### config.mk
export PLATFORM = sky130hd
export DESIGN_NAME = adbg_crc_engine
export DESIGN_NICKNAME = d
export VERILOG_FILES = /design/src/rtl/adbg_crc_pkg.sv /design/src/rtl/adbg_crc_step.sv /design/src/rtl/adbg_crc_engine.sv
export SDC_FILE = /design/constraint.sdc
export NUM_CORES = 1
export LEC_CHECK = 0
export ABC_AREA = 0
export CORE_ASPECT_RATIO = 0.7
export CORE_MARGIN = 3
export CORE_UTILIZATION = 46
export DETAILED_ROUTE_END_ITERATION = 8
export MAX_ROUTING_LAYER = met4
export PLACE_DENSITY = 0.82
export SKIP_LAST_GASP = 1
export SLEW_MARGIN = 20
export SYNTH_ARGS = -nofsm -noshare
export SYNTH_HDL_FRONTEND = slang
export SYNTH_SLANG_ARGS = --single-unit
### constraint.sdc
create_clock -name clk -period 1.49 [get_ports clk]
set_input_delay 0.298 -clock clk [delete_from_list [all_inputs] [get_ports clk]]
set_output_delay 0.298 -clock clk [all_outputs]
set_load 0.005 [all_outputs]
### src/rtl/adbg_crc_pkg.sv
// Shared constants and check-FSM state encoding for the debug CRC engine.
package adbg_crc_pkg;

    localparam logic [31:0] CRC32_POLY_REFL = 32'hEDB88320;
    localparam logic [31:0] CRC32_INIT      = 32'hFFFFFFFF;

    typedef enum logic [1:0] {
        ST_IDLE  = 2'd0,
        ST_CHECK = 2'd1,
        ST_DONE  = 2'd2
    } crc_state_e;

endpackage

### src/rtl/adbg_crc_step.sv
// One reflected (LSB-first) CRC step: absorbs a single data bit into the CRC value.
module adbg_crc_step
    import adbg_crc_pkg::*;
#(
    parameter int                 CRC_W = 32,
    parameter logic [CRC_W-1:0]   POLY  = CRC_W'(CRC32_POLY_REFL)
) (
    input  logic [CRC_W-1:0] i_crc,
    input  logic             i_d,
    output logic [CRC_W-1:0] o_crc_next
);

    logic w_fb;

    assign w_fb       = i_crc[0] ^ i_d;
    assign o_crc_next = {1'b0, i_crc[CRC_W-1:1]} ^ (w_fb ? POLY : {CRC_W{1'b0}});

endmodule

### src/rtl/adbg_crc_engine.sv
// Parametrised CRC engine with LSB-first serial output and a receive-side CRC check FSM.
module adbg_crc_engine
    import adbg_crc_pkg::*;
#(
    parameter int                 CRC_W = 32,
    parameter logic [CRC_W-1:0]   POLY  = CRC_W'(CRC32_POLY_REFL),
    parameter logic [CRC_W-1:0]   INIT  = CRC_W'(CRC32_INIT),
    parameter int                 DIN_W = 1
) (
    input  logic              clk,
    input  logic              rst_n,
    input  logic              clr,
    input  logic [DIN_W-1:0]  data_in,
    input  logic              data_valid,
    input  logic              shift,
    input  logic              chk_start,
    input  logic              chk_bit,
    input  logic              chk_valid,
    output logic [CRC_W-1:0]  crc_out,
    output logic              serial_out,
    output logic              chk_busy,
    output logic              chk_done,
    output logic              chk_ok
);

    localparam int CNT_W = $clog2(CRC_W + 1);

    crc_state_e       r_state;
    crc_state_e       w_state_nxt;
    logic [CRC_W-1:0] r_crc;
    logic [CRC_W-1:0] w_crc_nxt;
    logic [CRC_W-1:0] w_crc_data;
    logic [CRC_W-1:0] w_crc_shr;
    logic [CRC_W-1:0] w_crc_host;
    logic [CNT_W-1:0] r_cnt;
    logic [CNT_W-1:0] w_cnt_nxt;
    logic             r_ok;
    logic             w_ok_nxt;
    logic             w_ok_beat;
    logic             r_chk_ok;
    logic             w_chk_ok_nxt;
    logic [DIN_W-1:0] w_din;

    // Unknown data bits count as zero so an X on the bus cannot poison the CRC.
    always_comb begin
        w_din = {DIN_W{1'b0}};
        for (int i = 0; i < DIN_W; i++) begin
            w_din[i] = (data_in[i] === 1'b1);
        end
    end

    for (genvar gi = 0; gi < DIN_W; gi++) begin : g_step
        logic [CRC_W-1:0] w_prev;
        logic [CRC_W-1:0] w_next;
        if (gi == 0) begin : g_first
            assign w_prev = r_crc;
        end else begin : g_rest
            assign w_prev = g_step[gi-1].w_next;
        end
        adbg_crc_step #(
            .CRC_W (CRC_W),
            .POLY  (POLY)
        ) u_step (
            .i_crc      (w_prev),
            .i_d        (w_din[gi]),
            .o_crc_next (w_next)
        );
    end

    assign w_crc_data = g_step[DIN_W-1].w_next;
    assign w_crc_shr  = {1'b0, r_crc[CRC_W-1:1]};
    assign w_crc_host = data_valid ? w_crc_data : (shift ? w_crc_shr : r_crc);
    assign w_ok_beat  = r_ok & (chk_bit == r_crc[0]);

    // Next-state logic: clr overrides everything, the check owns the register while busy.
    always_comb begin
        w_state_nxt  = r_state;
        w_crc_nxt    = r_crc;
        w_cnt_nxt    = r_cnt;
        w_ok_nxt     = r_ok;
        w_chk_ok_nxt = r_chk_ok;
        if (clr) begin
            w_state_nxt  = ST_IDLE;
            w_crc_nxt    = INIT;
            w_cnt_nxt    = {CNT_W{1'b0}};
            w_ok_nxt     = 1'b0;
            w_chk_ok_nxt = 1'b0;
        end else begin
            case (r_state)
                ST_IDLE: begin
                    w_crc_nxt = w_crc_host;
                    if (chk_start) begin
                        w_state_nxt = ST_CHECK;
                        w_cnt_nxt   = {CNT_W{1'b0}};
                        w_ok_nxt    = 1'b1;
                    end else begin
                        w_state_nxt = ST_IDLE;
                    end
                end
                ST_CHECK: begin
                    if (chk_valid) begin
                        w_crc_nxt = w_crc_shr;
                        w_cnt_nxt = r_cnt + CNT_W'(1);
                        w_ok_nxt  = w_ok_beat;
                        if (r_cnt == CNT_W'(CRC_W - 1)) begin
                            w_state_nxt  = ST_DONE;
                            w_chk_ok_nxt = w_ok_beat;
                        end else begin
                            w_state_nxt = ST_CHECK;
                        end
                    end else begin
                        w_crc_nxt = r_crc;
                    end
                end
                ST_DONE: begin
                    w_crc_nxt   = w_crc_host;
                    w_state_nxt = ST_IDLE;
                end
                default: begin
                    w_state_nxt = ST_IDLE;
                end
            endcase
        end
    end

    // State registers.
    always_ff @(posedge clk or negedge rst_n) begin
        if (!rst_n) begin
            r_state  <= ST_IDLE;
            r_crc    <= INIT;
            r_cnt    <= {CNT_W{1'b0}};
            r_ok     <= 1'b0;
            r_chk_ok <= 1'b0;
        end else begin
            r_state  <= w_state_nxt;
            r_crc    <= w_crc_nxt;
            r_cnt    <= w_cnt_nxt;
            r_ok     <= w_ok_nxt;
            r_chk_ok <= w_chk_ok_nxt;
        end
    end

    assign crc_out    = r_crc;
    assign serial_out = r_crc[0];
    assign chk_busy   = (r_state == ST_CHECK);
    assign chk_done   = (r_state == ST_DONE);
    assign chk_ok     = r_chk_ok;

endmodule

* After elaboration in Yosys (flattened, before gate mapping)
Cells that the tools add are included.
Storage, ports and cells: register bits 42, output and inout bits 36, word-level logic and storage cells 50
Cells by class: eq/ne operators 8, muxes and demuxes 23, bitwise logic cells 3, add/subtract/negate cells 1, reductions and logical operators 10
Operator list (number):
- $mux W32 | 5
- $pmux W32 S2 | 1
- $xor A31 B32 Y32 | 1
- $mux W6 | 3
- $pmux W6 S2 | 1
- $reduce_and A3 Y1 | 3
- $mux W1 | 8
- $add A6 B1 Y6 const B | 1
- $eq A6 B5 Y1 const B | 1
- $mux W2 | 3
- $ne A3 B3 Y1 const B | 2
- $reduce_bool A2 Y1 | 3
- $reduce_bool A3 Y1 | 2
- $ne A4 B1 Y1 const B | 1
- $pmux W2 S2 | 1
- $eq A2 B1 Y1 const B | 1
- $eq A2 B2 Y1 const B | 1
- $logic_not A2 Y1 | 1
- $pmux W1 S2 | 1
- $reduce_or A2 Y1 | 1
- $and A1 B1 Y1 | 1
- $eq A1 B1 Y1 | 1
- $eqx A1 B1 Y1 const B | 1
- $xor A1 B1 Y1 | 1

* Longest topological paths before layout
Gate-level depths: netlist (run 1).
depth in word-level cells 7, mapped depth 6, depth with buffers taken out 5

* Cells and area by module
From an unflattened synthesis (run 1), not the netlist that was laid out.
Second synthesis, totals: cells, all modules 241, area, all modules 2680.1 µm²
Modules (own cells, without submodules):
- adbg_crc_engine | cells an instance 205, times used 1, area an instance 2170.8 µm²
- adbg_crc_step | cells an instance 36, times used 1, area an instance 509.2 µm²

* Least setup slack after synthesis (run 1)
No wires, ideal clock.
kind register to register, start register r_state[0], end register r_crc[15] (netlist: crc_out[15]), slack 0.042 ns, data required time 1.422 ns, setup time 0.068 ns, period minus slack after synthesis 1.448 ns, stages on the path, launching flop included 6, arrival time 1.380 ns, path buffers 2, cells stage by stage dfrtp_1 or3_1 buf_2 and3b_4 buf_6 a2bb2oi_2
On the way: word-level cells in the longest chain between the ends 4
Ends and longest elaborated chain:
- start, declared | line adbg_crc_engine.sv:28 | crc_state_e r_state;
- start signal, assigned | line adbg_crc_engine.sv:135 | r_state <= w_state_nxt;
- $eq A2 B2 Y1 / $logic_not A2 Y1 (equally long branches) | line adbg_crc_engine.sv:89 | case (r_state)
- $reduce_or A2 Y1 (no source line)
- $ne A4 B1 Y1 (no source line), or another cell as far along
- $reduce_and A3 Y1 (no source line) / $mux W32 (equally long branches)
- end signal, assigned | line adbg_crc_engine.sv:136 | r_crc <= w_crc_nxt;
- end, declared | line adbg_crc_engine.sv:30 | logic [CRC_W-1:0] r_crc;
Parallel ways exist; a longest one is shown, timed or not. A chain may end at the register's enable or synchronous reset.

* Worst setup path in the final report (run 1)
start register r_state[0], end register r_crc[2] (netlist: crc_out[2])
The elaborated chain is that of the path after synthesis.

==> results of run 1 <==
-- worst paths after layout --
check / start / endpoint / slack, ps / cells past startpoint
max reg2reg: r_state[0]$_DFFE_PN0P_ / crc_out[2]$_DFFE_PN1P_ / -150 / 7
max in group asynchronous: rst_n / crc_out[18]$_DFFE_PN1P_ / 1000 / 2
min reg2reg: crc_out[31]$_DFFE_PN1P_ / crc_out[31]$_DFFE_PN1P_ / 480 / 2
min in group clk: crc_out[31]$_DFFE_PN1P_ / crc_out[31]$_DFFE_PN1P_ / 480 / 2
min: rst_n / crc_out[3]$_DFFE_PN1P_ / 250 / 1
max: r_state[0]$_DFFE_PN0P_ / crc_out[2]$_DFFE_PN1P_ / -150 / 7
-- power breakdown --
part	internal (mW)	leakage, nW	switching, mW
Sequential	1.29	0.472	0.0615
Combinational	0.426	0.823	0.356
Clock	0.374	0.0482	0.386
Total	2.09	1.34	0.803
-- per-stage QoR --
step / hold slack, ps / util [%] / area [sq um] / worst slack, ps / cells
after floorplan: 2.41 / - / 2130 / 42.1 / 193
final: 245 / 72.3 / 3190 / -151 / 336
after detailed placement: 487 / 61.2 / 2700 / -379 / 295
after global placement: 477 / 61.2 / 2700 / -294 / 295
after CTS: 260 / 69.9 / 3080 / -74.2 / 334
after global routing: 303 / 72.3 / 3190 / -192 / 336
-- worst max-delay path: cells and delay by family (launching register included) --
family / cells / cell delay, ps
AOI/OAI and AO/OA: 2 / 300
buffers and inverters: 4 / 520
and+or+nand+nor: 1 / 350
DFF: 1 / 390
-- flip-flops by register name, summed over array words and instances (netlist names) --
name     count
crc_out     32
chk_ok       1
r_state      2
r_cnt        6
r_ok         1
-- logic make-up (layout without fill, tap and decap cells) --
logic type / count (synthesis) / count (layout)
AND/OR/NAND/NOR: 34 / 35
buffers and inverters: 34 / 121
AO/OA/AOI/OAI: 64 / 64
flip-flops: 42 / 42
adder cells (fa/ha/maj): 1 / 1
multiplexers: 2 / 2
XOR/XNOR: 16 / 16
-- cell usage after synthesis, types with 3 or more instances --
library cell	instances	area, sq um
dfstp_2	32	841
o21ai_0	21	105
inv_1	20	75.1
a31oi_1	18	113
xnor2_1	16	140
a2bb2oi_2	10	150
dfrtp_1	10	250
nor2_1	7	26.3
a21oi_1	5	25.0
nand2_1	5	18.8
a2bb2oi_1	3	26.3
and2_1	3	18.8
buf_2	3	15.0
buf_4	3	22.5
nand2b_1	3	18.8
nand3_1	3	15.0
or3_1	3	18.8
-- cells in the final DEF, fill, tap and decap left out, types with 2 or more instances in the layout --
master	count
a31oi_4	3
nor2_1	6
a21oi_1	5
dlygate4sd2_1	34
xnor2_1	16
a2bb2oi_1	2
dfrtp_1	9
a31oi_2	2
and2_1	3
o21ai_1	11
a2bb2oi_2	11
nand2b_1	2
nor3_2	2
o21ai_2	10
buf_12	3
a31oi_1	13
or3_1	2
clkbuf_8	6
mux2i_1	2
buf_4	40
buf_6	4
clkdlybuf4s50_1	7
dfstp_2	32
nand3_1	2
nand2_1	5
inv_1	20
-- what timing repair did --
item	in CTS	in global routing
gates resized for setup	67	30
setup buffers	29	2
endpoints found under the setup margin	68	39
pin swaps	3	11
hold endpoints to repair	0	0
gates cloned	2	0
-- cell type report --
cell class	count	area (sq um)	area share, %
clock buffer	7	86.3	2.71
inverter	20	75.1	2.36
tap	55	68.8	2.16
timing repair buffer	93	838	26.3
clock inverter	1	5.00	0.157
sequential	42	1090	34.3
multi-input combinational	118	1020	32.0
-- layer usage --
layer | global-route usage (%) | part of all wire [%] | vias to the layer above
met5 | - | 0 | -
li1 | - | - | 848
met4 | 8.62 | 2.0 | 0
met3 | 4.22 | 4.8 | 12
met1 | 28.5 | 42 | 900
met2 | 35.8 | 51 | 53
==> reports/summary.txt, run 1 <==
Status -> complete, but fails checks
Violated checks -> negative setup slack
Mapped Cells -> 193
Setup ws final -> -151 ps
Clock Tree Buf Depth -> 2
Filler cells -> 333
CTS Buf Count -> 5
Worst-margin pin slew -> 442 ps
Worst rel slew slack -> 70.5%
Global-route wire length before repair -> 9280 um
Synth Register Bits -> 42
Worst setup EP type -> flop
Final slew viol count -> 0
Clock Latency Late Sink -> 300 ps
Async SR Flop Fraction -> 100%
HPWL Detailed -> 3450 um
Final setup violation count -> 33
Hold WC Path Type -> in -> async
Hold Buf Count CTS -> 0
Mux cell area share after synthesis -> 0.938%
Port bufs -> 44
Post-layout total power -> 2.90 mW
Reg clk slew, reported paths -> 80 ps
Yosys warns -> 0
Nets -> 290
Core area -> 4400 sq um
Area growth syn-to-layout -> 49.2%
Post-route antenna net violation count -> 0
Htree depth -> 2
Clock skew -> 7.33 ps
CTS Sinks -> 42
Final setup TNS -> -3800 ps
Critical-path cell list -> buf_6 > buf_6 > or3_4 > buf_6 > buf_6 > a31oi_2 > o21ai_2
Die W -> 87.4 um
# DRC -> 0
Slowest stage delay, CP -> 390 ps
Site Rows -> 20
Vias per inst -> 5.40
Syn_area_per_cell -> 11.1 sq um
Synth Area in Simple Gates -> 9.73%
Vias post-DR -> 1,813
WL/cell -> 16.7 um
Final worst path period share -> 110%
Largest family of logic cells by synthesized area -> compound AO/OA/AOI/OAI gates
Ant diodes -> 0
Peak supply drop -> 647 uV
Initial DRT Pass Iterations -> 4
Yosys cell types -> 39
Leakage power -> 1.34 nW
Crit-path max FO -> 7
Vias in the first global route -> 1,868
CP Launch Type -> flop
CTS tree -> yes
Initial DRC count -> 74
Gr ovfl total -> 0
WS Path Type -> reg -> reg
CTS root buf -> clkbuf_8
Synth Area in XOR/XNOR -> 6.57%
Seq/Total Area, Yosys -> 51.1%
Initial Util -> 48.5%
I/O pin count -> 45
Maximum operating frequency -> 610 MHz
Period minus WS final -> 1640 ps
Compound-cell area share of the yosys netlist -> 23.1%
Final Hold Viols -> 0
Pwr per Cell Area -> 910 nW/um^2
Dominant synthesized flop cell -> dfstp_2
Final GP Congestion -> 0.815
Syn Nets -> 203
Most common cell on crit path -> buf_6
Synth Cell Area -> 2130 sq um
Largest net degree at the start of global routing -> 25
Post-synthesis adder-cell area fraction -> 0.586%
Number of synthesized flops with an enable pin -> 0
Share of layout cells above drive strength 1 -> 46.3%
GRT Resource Usage Total -> 22.6%
Drt total wl -> 5630 um
Crit path DAT -> 1860 ps
RSZ-0062 raised after global routing -> yes
Critical-path top delay cell -> dfrtp_1
Initial antenna violation count -> 0
Die height -> 63.0 um
Maxcap violations -> 0
Worst EP required -> 1710 ps
Die area -> 5510 sq um
No activity file was read; power rests on OpenSTA's default activity.
==> inputs of run 2 (changes only) <==
GPL_TIMING_DRIVEN = 0   (was unset)
==> run 2 against run 1 <==
Effect of this change:
- the run still ends with negative setup slack left
- maximum frequency is 1.0% lower
- clock skew up 3.0 ps
- critical path depth did not move
- design area is 9.0% higher
- global-route usage grew 3.1 points
- combinational power rose by 22%
- clock-buffer cell count increased by 1
- largest cell class is now multi-input gates
==> reports/summary.txt, run 2 (same netlist as run 1, synthesis figures left out) <==
Largest net degree at the start of global routing -> 26 (+4.0%)
Worst-margin pin slew -> 872 ps (+431 ps)
Worst setup EP type -> flop
Min Hold Slack -> 235 ps (-9.86 ps)
Worst rel slew slack -> 41.8% (-29 points)
Most frequent cells in the layout -> 39 x buf_4, 32 x dfstp_2, 31 x dlygate4sd2_1, 20 x inv_1, 15 x o21ai_1
Vias per inst -> 5.62 (+4.1%)
Worst EP required -> 1710 ps (about the same)
Core area -> 4400 sq um (unchanged)
Htree depth -> 2 (unchanged)
Site Rows -> 20 (unchanged)
Internal power -> 2.16 mW (+3.0%)
Initial DRC count -> 267 (+260%)
CP Launch Type -> flop
Vias in the first global route -> 1,973 (+5.6%)
I/O pin count -> 45 (unchanged)
Filler cells -> 242 (-27%)
Drt total wl -> 7350 um (+31%)
Gate power share -> 31.2% (+4.2 points)
Initial Util -> 48.5% (unchanged)
Nets -> 305 (+5.2%)
DP Area -> 2670 sq um (-1.1%)
Pre-CTS setup slack -> -586 ps (-207 ps)
Clock Tree Buf Depth -> 2 (unchanged)
Post-route antenna net violation count -> 0 (unchanged)
Final worst path period share -> 111% (+1.2 points)
Commonest non-fill, non-tap cell in the layout -> buf_4
Initial DRT Pass Iterations -> 4 (unchanged)
RSZ-0062 raised after global routing -> yes
Switching fraction of total power -> 29.6% (+1.9 points)
Reg clk slew, reported paths -> 90 ps (about the same)
Crit path DAT -> 1880 ps (+20 ps)
Area growth syn-to-layout -> 62.6%
Leakage power -> 1.48 nW (+10%)
WL/cell -> 20.9 um (+25%)
Maximum operating frequency -> 603 MHz (-1.0%)
Final GP Congestion -> 0.819 (+0.48%)
Setup ws final -> -168 ps (-17.4 ps)
Clock group share of total power -> 24.3% (-1.9 points)
Vias post-DR -> 1,972 (+8.8%)
Hold WC Path Type -> in -> async
Die area -> 5510 sq um (unchanged)
Sequential power share -> 44.5% (-2.3 points)
Initial antenna violation count -> 0 (unchanged)
Clock skew -> 10.4 ps (+3.03 ps)
Maxcap violations -> 0 (unchanged)
Peak supply drop -> 586 uV (-9.4%)
Non-Filler Instances -> 351 (+4.5%)
Status -> complete, but fails checks
CTS Sinks -> 42 (unchanged)
CTS tree -> yes
Period minus WS final -> 1660 ps (+17.4 ps)
Crit-path max FO -> 5 (-2)
Final Hold Viols -> 0 (unchanged)
Max reg flops -> 32 (unchanged)
Violated checks -> negative setup slack
Placed cells -> 293 (-0.68%)
Share of layout cells above drive strength 1 -> 50.7% (+4.4 points)
Clock Latency Late Sink -> 300 ps (about the same)
Area of the multi-input gates -> 1100 sq um (+8.3%)
Post-layout total power -> 3.06 mW (+5.8%)
Pwr per Cell Area -> 883 nW/um^2 (-2.9%)
Die height -> 63.0 um (unchanged)
P_sw -> 907 uW (+13%)
Post-Route Utilization -> 78.8% (+6.5 points)
# DRC -> 0 (unchanged)
Final setup violation count -> 34 (+3.0%)
Gr ovfl total -> 0 (unchanged)
Final std cell area, no fill -> 3470 sq um (+9.0%)
WS Path Type -> reg -> reg
CTS root buf -> clkbuf_8
Final slew viol count -> 0 (unchanged)
Die W -> 87.4 um (unchanged)
HPWL Detailed -> 3410 um (-1.1%)
Global-route wire length before repair -> 10,400 um (+12%)
Ant diodes -> 0 (unchanged)
Final setup TNS -> -3180 ps (+626 ps)
CTS Buf Count -> 5 (unchanged)
Storage cell area -> 1090 sq um (+0.11%)
GRT Resource Usage Total -> 25.7% (+3.1 points)
Port bufs -> 44 (unchanged)
-- run 2: per-layer routing --
| layer | vias to the layer above | wire [um] | GRT usage [%] |
|---|---|---|---|
| met5 | - | 0 | - |
| met4 | 0 | 228 | 9.96 |
| met3 | 20 | 520 | 4.35 |
| met2 | 94 | 3620 | 42.4 |
| met1 | 976 | 2980 | 31.3 |
| li1 | 882 | - | - |
-- run 2: what timing repair did --
action | CTS | global route
cloned | 3 | 1
hold buffers | 0 | 0
gates resized for setup | 95 | 39
pin swaps | 21 | 14
setup buffers | 37 | 12
hold endpoints to repair | 0 | 0
endpoints found under the setup margin | 75 | 44
-- run 2: worst paths after layout --
kind / slack (ps) / depth (start not counted) / startpoint / end
min: 240 / 1 / rst_n / crc_out[2]$_DFFE_PN1P_
max reg2reg: -170 / 7 / r_state[0]$_DFFE_PN0P_ / crc_out[25]$_DFFE_PN1P_
min in group clk: 480 / 2 / crc_out[17]$_DFFE_PN1P_ / crc_out[17]$_DFFE_PN1P_
max: -170 / 7 / r_state[0]$_DFFE_PN0P_ / crc_out[25]$_DFFE_PN1P_
max in group asynchronous: 1000 / 2 / rst_n / crc_out[20]$_DFFE_PN1P_
min reg2reg: 480 / 2 / crc_out[17]$_DFFE_PN1P_ / crc_out[17]$_DFFE_PN1P_
-- run 2: critical path, cell delays in order, from the launching register on --
cell	delay [ps]
dfrtp_1	410
buf_6	130
or3_4	340
buf_6	140
buf_8	130
buf_12	130
a31oi_1	170
o21ai_1	120
-- run 2: final cells by class --
cell class,count,area share (%)
inverter,20,2.16
clock buffer,8,2.31
timing repair buffer,97,26.4
multi-input combinational,117,31.8
sequential,42,31.5
tap,55,1.98
buffer,12,3.86
-- run 2: power groups by stage --
stage / logic [mW] / clock network (mW) / registers (mW)
2_1_floorplan: 0.306 / 0 / 1.40
4_1_cts: 0.815 / 0.724 / 1.35
6_report: 0.955 / 0.744 / 1.36
3_5_place_dp: 0.604 / 0 / 1.40
5_1_grt: 1.01 / 0.779 / 1.38
3_3_place_gp: 0.579 / 0 / 1.40
==> inputs of run 3 (changes only) <==
ABC_CLOCK_PERIOD_IN_PS = 1490   (was unset)
==> results of run 3 <==
Final layout, timing and power as in run 2 (identical DEF).
